### src/rtl/uart_bus_bridge_pkg.sv
// uart_bus_bridge shared definitions:
// command/reply codes and frame FSM states.
package uart_bus_bridge_pkg;

  localparam logic [7:0] CMD_W = 8'h57;
  localparam logic [7:0] CMD_R = 8'h52;
  localparam logic [7:0] ACK   = 8'h06;
  localparam logic [7:0] NAK   = 8'h15;

  typedef enum logic [2:0] {
    IDLE,
    ADDR,
    DATA,
    BUS,
    RESP
  } state_t;

endpackage

### src/rtl/uart_bridge_phy.sv
// uart_bridge_phy: rx synchronizer, rx byte engine
// and tx byte engine for the bus bridge.
module uart_bridge_phy #(
  parameter int DIV = 104
) (
  input  logic       clk,
  input  logic       resetn,
  input  logic       ser_rx,
  output logic       ser_tx,
  output logic [7:0] rx_data,
  output logic       rx_valid,
  output logic       rx_ferr,
  input  logic       tx_load,
  input  logic [7:0] tx_data,
  output logic       tx_ready
);

  localparam int CW = $clog2(DIV);
  localparam logic [CW-1:0] HALF = CW'(DIV / 2 - 1);
  localparam logic [CW-1:0] LAST = CW'(DIV - 1);

  // sync[1] is the synchronized line, sync[2] its previous value
  logic [2:0]    sync;
  logic          rx_act;
  logic [3:0]    rx_bit;
  logic [CW-1:0] rx_cnt;

  always_ff @(posedge clk or negedge resetn) begin
    if (!resetn) begin
      sync     <= 3'b111;
      rx_act   <= 1'b0;
      rx_bit   <= 4'd0;
      rx_cnt   <= '0;
      rx_data  <= 8'h00;
      rx_valid <= 1'b0;
      rx_ferr  <= 1'b0;
    end else begin
      sync     <= {sync[1:0], ser_rx};
      rx_valid <= 1'b0;
      rx_ferr  <= 1'b0;
      if (!rx_act) begin
        if (sync[2] && !sync[1]) begin
          rx_act <= 1'b1;
          rx_bit <= 4'd0;
          rx_cnt <= '0;
        end
      end else if (rx_bit == 4'd0) begin
        if (rx_cnt == HALF) begin
          rx_cnt <= '0;
          if (sync[1]) rx_act <= 1'b0;
          else         rx_bit <= 4'd1;
        end else begin
          rx_cnt <= rx_cnt + 1'b1;
        end
      end else if (rx_cnt == LAST) begin
        rx_cnt <= '0;
        rx_bit <= rx_bit + 4'd1;
        if (rx_bit == 4'd9) begin
          rx_act   <= 1'b0;
          rx_valid <= sync[1];
          rx_ferr  <= !sync[1];
        end else begin
          rx_data <= {sync[1], rx_data[7:1]};
        end
      end else begin
        rx_cnt <= rx_cnt + 1'b1;
      end
    end
  end

  logic [8:0]    tx_sh;
  logic [3:0]    tx_bit;
  logic [CW-1:0] tx_cnt;
  logic          tx_busy;

  // a new byte may be loaded in the last cycle of a stop bit
  assign tx_ready = !tx_busy || (tx_cnt == LAST && tx_bit == 4'd9);

  always_ff @(posedge clk or negedge resetn) begin
    if (!resetn) begin
      ser_tx  <= 1'b1;
      tx_busy <= 1'b0;
      tx_sh   <= 9'h000;
      tx_bit  <= 4'd0;
      tx_cnt  <= '0;
    end else if (tx_load && tx_ready) begin
      ser_tx  <= 1'b0;
      tx_busy <= 1'b1;
      tx_sh   <= {1'b1, tx_data};
      tx_bit  <= 4'd0;
      tx_cnt  <= '0;
    end else if (tx_busy) begin
      if (tx_cnt == LAST) begin
        tx_cnt <= '0;
        if (tx_bit == 4'd9) begin
          tx_busy <= 1'b0;
          ser_tx  <= 1'b1;
        end else begin
          ser_tx <= tx_sh[0];
          tx_sh  <= {1'b1, tx_sh[8:1]};
          tx_bit <= tx_bit + 4'd1;
        end
      end else begin
        tx_cnt <= tx_cnt + 1'b1;
      end
    end
  end

endmodule

### src/rtl/uart_bus_bridge.sv
// uart_bus_bridge: UART framed debug initiator
// driving the picorv32 native memory interface.
module uart_bus_bridge
  import uart_bus_bridge_pkg::*;
#(
  parameter int DIV     = 104,
  parameter int TIMEOUT = 1000000
) (
  input  logic        clk,
  input  logic        resetn,
  input  logic        ser_rx,
  output logic        ser_tx,
  output logic        mem_valid,
  input  logic        mem_ready,
  output logic [31:0] mem_addr,
  output logic [31:0] mem_wdata,
  output logic [3:0]  mem_wstrb,
  input  logic [31:0] mem_rdata,
  output logic        busy
);

  localparam int TW = $clog2(TIMEOUT + 1);

  state_t        state, state_n;
  logic          is_wr;
  logic [1:0]    idx;
  logic [TW-1:0] tcnt;
  logic [31:0]   addr_q, wdata_q, rdata_q;

  logic [7:0]    rx_data, tx_data;
  logic          rx_valid, rx_ferr, tx_load, tx_ready;

  uart_bridge_phy #(.DIV(DIV)) u_phy (
    .clk      (clk),
    .resetn   (resetn),
    .ser_rx   (ser_rx),
    .ser_tx   (ser_tx),
    .rx_data  (rx_data),
    .rx_valid (rx_valid),
    .rx_ferr  (rx_ferr),
    .tx_load  (tx_load),
    .tx_data  (tx_data),
    .tx_ready (tx_ready)
  );

  always_comb begin
    state_n = state;
    tx_load = 1'b0;
    tx_data = NAK;
    unique case (state)
      IDLE: if (rx_valid) begin
        if (rx_data == CMD_W || rx_data == CMD_R) state_n = ADDR;
        else tx_load = 1'b1;
      end
      ADDR, DATA: begin
        // a byte arriving on the expiry cycle wins over the timeout
        if (rx_ferr || (!rx_valid && tcnt == TW'(TIMEOUT)))
          state_n = IDLE;
        else if (rx_valid && idx == 2'd3)
          state_n = (state == ADDR && is_wr) ? DATA : BUS;
      end
      BUS: if (mem_ready) begin
        state_n = RESP;
        tx_load = 1'b1;
        tx_data = is_wr ? ACK : mem_rdata[7:0];
      end
      RESP: if (tx_ready) begin
        if (idx != 2'd0) begin
          tx_load = 1'b1;
          tx_data = rdata_q[{idx, 3'b000} +: 8];
        end else begin
          state_n = IDLE;
        end
      end
      default: state_n = IDLE;
    endcase
  end

  always_ff @(posedge clk or negedge resetn) begin
    if (!resetn) begin
      state   <= IDLE;
      is_wr   <= 1'b0;
      idx     <= 2'd0;
      tcnt    <= '0;
      addr_q  <= 32'h0;
      wdata_q <= 32'h0;
      rdata_q <= 32'h0;
    end else begin
      state <= state_n;
      unique case (state)
        IDLE: begin
          idx  <= 2'd0;
          tcnt <= '0;
          if (rx_valid) is_wr <= (rx_data == CMD_W);
        end
        ADDR, DATA: begin
          if (rx_valid) begin
            tcnt <= '0;
            idx  <= idx + 2'd1;
            if (state == ADDR) addr_q[{idx, 3'b000} +: 8] <= rx_data;
            else               wdata_q[{idx, 3'b000} +: 8] <= rx_data;
          end else begin
            tcnt <= tcnt + 1'b1;
          end
        end
        BUS: if (mem_ready) begin
          rdata_q <= mem_rdata;
          idx     <= is_wr ? 2'd0 : 2'd1;
        end
        RESP: if (tx_ready && idx != 2'd0) idx <= idx + 2'd1;
        default: ;
      endcase
    end
  end

  assign mem_valid = (state == BUS);
  assign mem_addr  = {addr_q[31:2], 2'b00};
  assign mem_wdata = wdata_q;
  assign mem_wstrb = (state == BUS && is_wr) ? 4'hF : 4'h0;
  assign busy      = (state != IDLE);

endmodule

### config.mk
export PLATFORM = sky130hd
export DESIGN_NAME = uart_bus_bridge
export DESIGN_NICKNAME = d
export VERILOG_FILES = /design/src/rtl/uart_bus_bridge_pkg.sv /design/src/rtl/uart_bridge_phy.sv /design/src/rtl/uart_bus_bridge.sv
export SDC_FILE = /design/constraint.sdc
export NUM_CORES = 1
export LEC_CHECK = 0
export CAP_MARGIN = 20
export CORE_MARGIN = 3
export CORE_UTILIZATION = 45
export CTS_CLUSTER_DIAMETER = 200
export DETAILED_ROUTE_END_ITERATION = 10
export GPL_TIMING_DRIVEN = 1
export PLACE_DENSITY = 0.73
export SYNTH_ARGS = -nofsm -noshare
export SYNTH_HDL_FRONTEND = slang
export SYNTH_HIERARCHICAL = 1
export SYNTH_SLANG_ARGS = --single-unit
### constraint.sdc
create_clock -name clk -period 3 [get_ports clk]
set_input_delay 0.6 -clock clk [delete_from_list [all_inputs] [get_ports clk]]
set_output_delay 0.6 -clock clk [all_outputs]
set_load 0.005 [all_outputs]
==> impl_metrics.ini <==
[timing]
hold_viol = 0
fin_crit_ns = 2.80
setup_viol = 0
worst_pin_slew_ns = 0.700
slew_violations = 0
worst_slack_ns = 0.202
min_period_over_period_pct = 93.3
setup_tns_ns = 0
rsz0062_at_grt = false
finClkSkew_ns = 0.0106
timing.fmax_mhz = 357
relSlewSlack_pct = 53.2

[power]
combPwrFrac_pct = 6.4
peakVddDrop_mv = 0.412
power_frac_seq_pct = 49.6
clkPwrFrac_pct = 43.9
leakage_nw = 4.15
internal_power_w = 0.00357
p_total_w = 0.00485
switching_power_w = 0.00128
p_per_area_nw_per_um2 = 495
switching_share_pct = 26.3

[drt]
ant_nets = 0
firstDrtPassIters = 5
wl_mm = 18.7
vias_per_cell = 5.62
drtIter0Drc = 433
drc_errors = 0
wire_per_inst_um = 16.9
vias = 6212

[job]
drv_cap = 0

[synth]
synth_cells = 774
avgSynthCellArea_sq_um = 10.3
ys_ff_latch = 167
syn_area_sq_um = 7940
synth_cell_types = 65
synth_edf_count = 0
ys.flop_type = dfrtp_1
seq_area_frac_synth_pct = 52.7
async_flop_share_pct = 100
yosys_warnings = 6

[worst_setup_path]
r2r_start = u_phy/tx_cnt[0]
critPathLaunchType = register
cp.arrival_ns = 2.20
crit_type = register to output port
path_delay_family = buffers and inverters
crit_chain = nor3_1, inv_1, clkdlybuf4s50_1
crit_path_top_delay_cell = dfrtp_1
end_kind = output port
slowest_delay_ns = 0.55
startpoint = state[2]
cp_num_buf_inv = 2
cp.required_ns = 2.40
worstPathMaxFanout = 15

[grt]
grt_pass1_vias = 6085
grt.total_usage_pct = 19.9
globalRoute.totalOverflow = 0
grt_first_pass_wirelength_mm = 31.8
antenna_found_initial = 0
grt_max_degree = 72

[clock_network]
hold_buffers = 0
cts_sinks = 167
cts-htree-levels = 4
path_clk_slew_ns = 0.07
cts_max_path_buffers = 2
cts_tree = built
clock_tree.root_cell = clkbuf_16
clk_latency_ns = 0.43
cts_made_buffers = 17
cts_setup_buffers = 0

[final_layout]
syn2layout_area_growth_pct = 23.3
nets = 921
antenna_cells = 0
drive_gt1_share_pct = 14.0
layout_commonest_cell = dfrtp_1
final_cell_mix = dfrtp_1 (163), nand2_1 (128), o21ai_0 (114)

[floorplanning]
die_w_um = 139
coreArea_sq_um = 16900
die_y_um = 139
num_rows = 47
initial_core_util_pct = 46.9
fp.dieArea_sq_um = 19300
boundaryPins = 107

[min_path]
hold_class = input pin to asynchronous set/reset pin

[place]
dpl.hpwl_mm = 12.8
preCtsSetupSlack_ns = 0.191
port_buffers = 104
gp_congestion = 0.849

[outcome]
status = finished, final reports clean
[cell type report]
class / count / area, sq um
Fill cell: 1440 / 7140
Tap cell: 220 / 275
Clock inverter: 15 / 156
Inverter: 19 / 75.1
Multi-Input combinational cell: 547 / 3490
Timing Repair Buffer: 120 / 1190
Clock buffer: 17 / 425
Sequential cell: 167 / 4180
[timing repair]
| action | CTS | global route |
|---|---|---|
| gates resized for setup | 0 | 3 |
| hold endpoints to repair | 0 | 0 |
| setup endpoints to repair | 0 | 16 |
[stage by stage]
step / cell area (sq um) / util, % / cells / hold WS (ns)
2_1_floorplan: 7950 / - / 775 / 0.304
3_3_place_gp: 9200 / 54.3 / 1073 / 0.346
3_5_place_dp: 9200 / 54.3 / 1073 / 0.347
4_1_cts: 9780 / 57.8 / 1105 / 0.0457
5_1_grt: 9790 / 57.8 / 1105 / 0.0538
6_report: 9790 / 57.8 / 1105 / 0.0471
[path summary, 6_finish.rpt]
path                                   end  slack, ns  depth (start not counted)
max                                   busy       0.20                          3
min                            rdata_q[15]       0.05                          1
max reg2reg                u_phy/tx_cnt[2]       0.31                         12
min reg2reg                  u_phy/sync[1]       0.36                          0
max in group asynchronous    u_phy/sync[0]       2.23                          2
min in group clk             u_phy/sync[1]       0.36                          0
[cell usage after synthesis (5+ instances only)]
library cell / n / area (sq um)
nor2_1: 18 / 67.6
a22o_1: 16 / 140
nand2_1: 128 / 480
ha_1: 13 / 163
mux2_2: 39 / 439
and3_1: 13 / 81.3
mux2i_1: 5 / 50.1
mux4_2: 8 / 180
nor3_1: 7 / 35.0
inv_1: 17 / 63.8
o211ai_1: 9 / 67.6
and2_1: 7 / 43.8
clkbuf_1: 23 / 86.3
buf_4: 6 / 45.0
nand3_1: 35 / 175
dfrtp_1: 163 / 4080
a21oi_1: 22 / 110
a31oi_1: 16 / 100
nand4_1: 22 / 138
buf_2: 9 / 45.0
o21ai_0: 115 / 576
[power by group through the flow]
| stage | clock network [W] | logic (W) | registers [W] |
|---|---|---|---|
| final | 0.00213 | 0.000312 | 0.00241 |
| after global routing | 0.00228 | 0.000361 | 0.00242 |
| after CTS | 0.00217 | 0.000316 | 0.00241 |
| after detailed placement | 0 | 0.000311 | 0.00245 |
| after global placement | 0 | 0.000305 | 0.00245 |
| after floorplan | 0 | 0.000206 | 0.00242 |
[registers in the layout, indices dropped and copies added (netlist names), 7 cells and up]
| name | cells |
|---|---|
| u_phy/rx_data | 8 |
| rdata_q | 32 |
| u_phy/rx_cnt | 7 |
| mem_wdata | 32 |
| u_phy/tx_cnt | 7 |
| addr_q | 30 |
| u_phy/tx_sh | 9 |
| tcnt | 20 |
[layer usage]
layer  global-route usage, %  vias to the layer above  wire, um
met5                       0                        -         0
met4                    5.46                        0       317
met3                    5.34                       23       995
met2                    31.4                      144      8770
met1                    27.4                     3056      8580
li1                        -                     2989         -
[kinds of logic (layout without fill, tap and decap cells)]
| family | after synthesis | after routing | synth area share, % |
|---|---|---|---|
| simple gates | 272 | 272 | 17.7 |
| compound gates | 203 | 203 | 15.0 |
| flops | 167 | 167 | 52.7 |
| buf+inv | 61 | 171 | 3.50 |
| mux | 52 | 52 | 8.43 |
| fa+ha+maj | 13 | 13 | 2.05 |
| xor+xnor | 5 | 5 | 0.551 |
| other cells | 1 | 2 | 0.0472 |
Power figures use the tool's default switching activity.
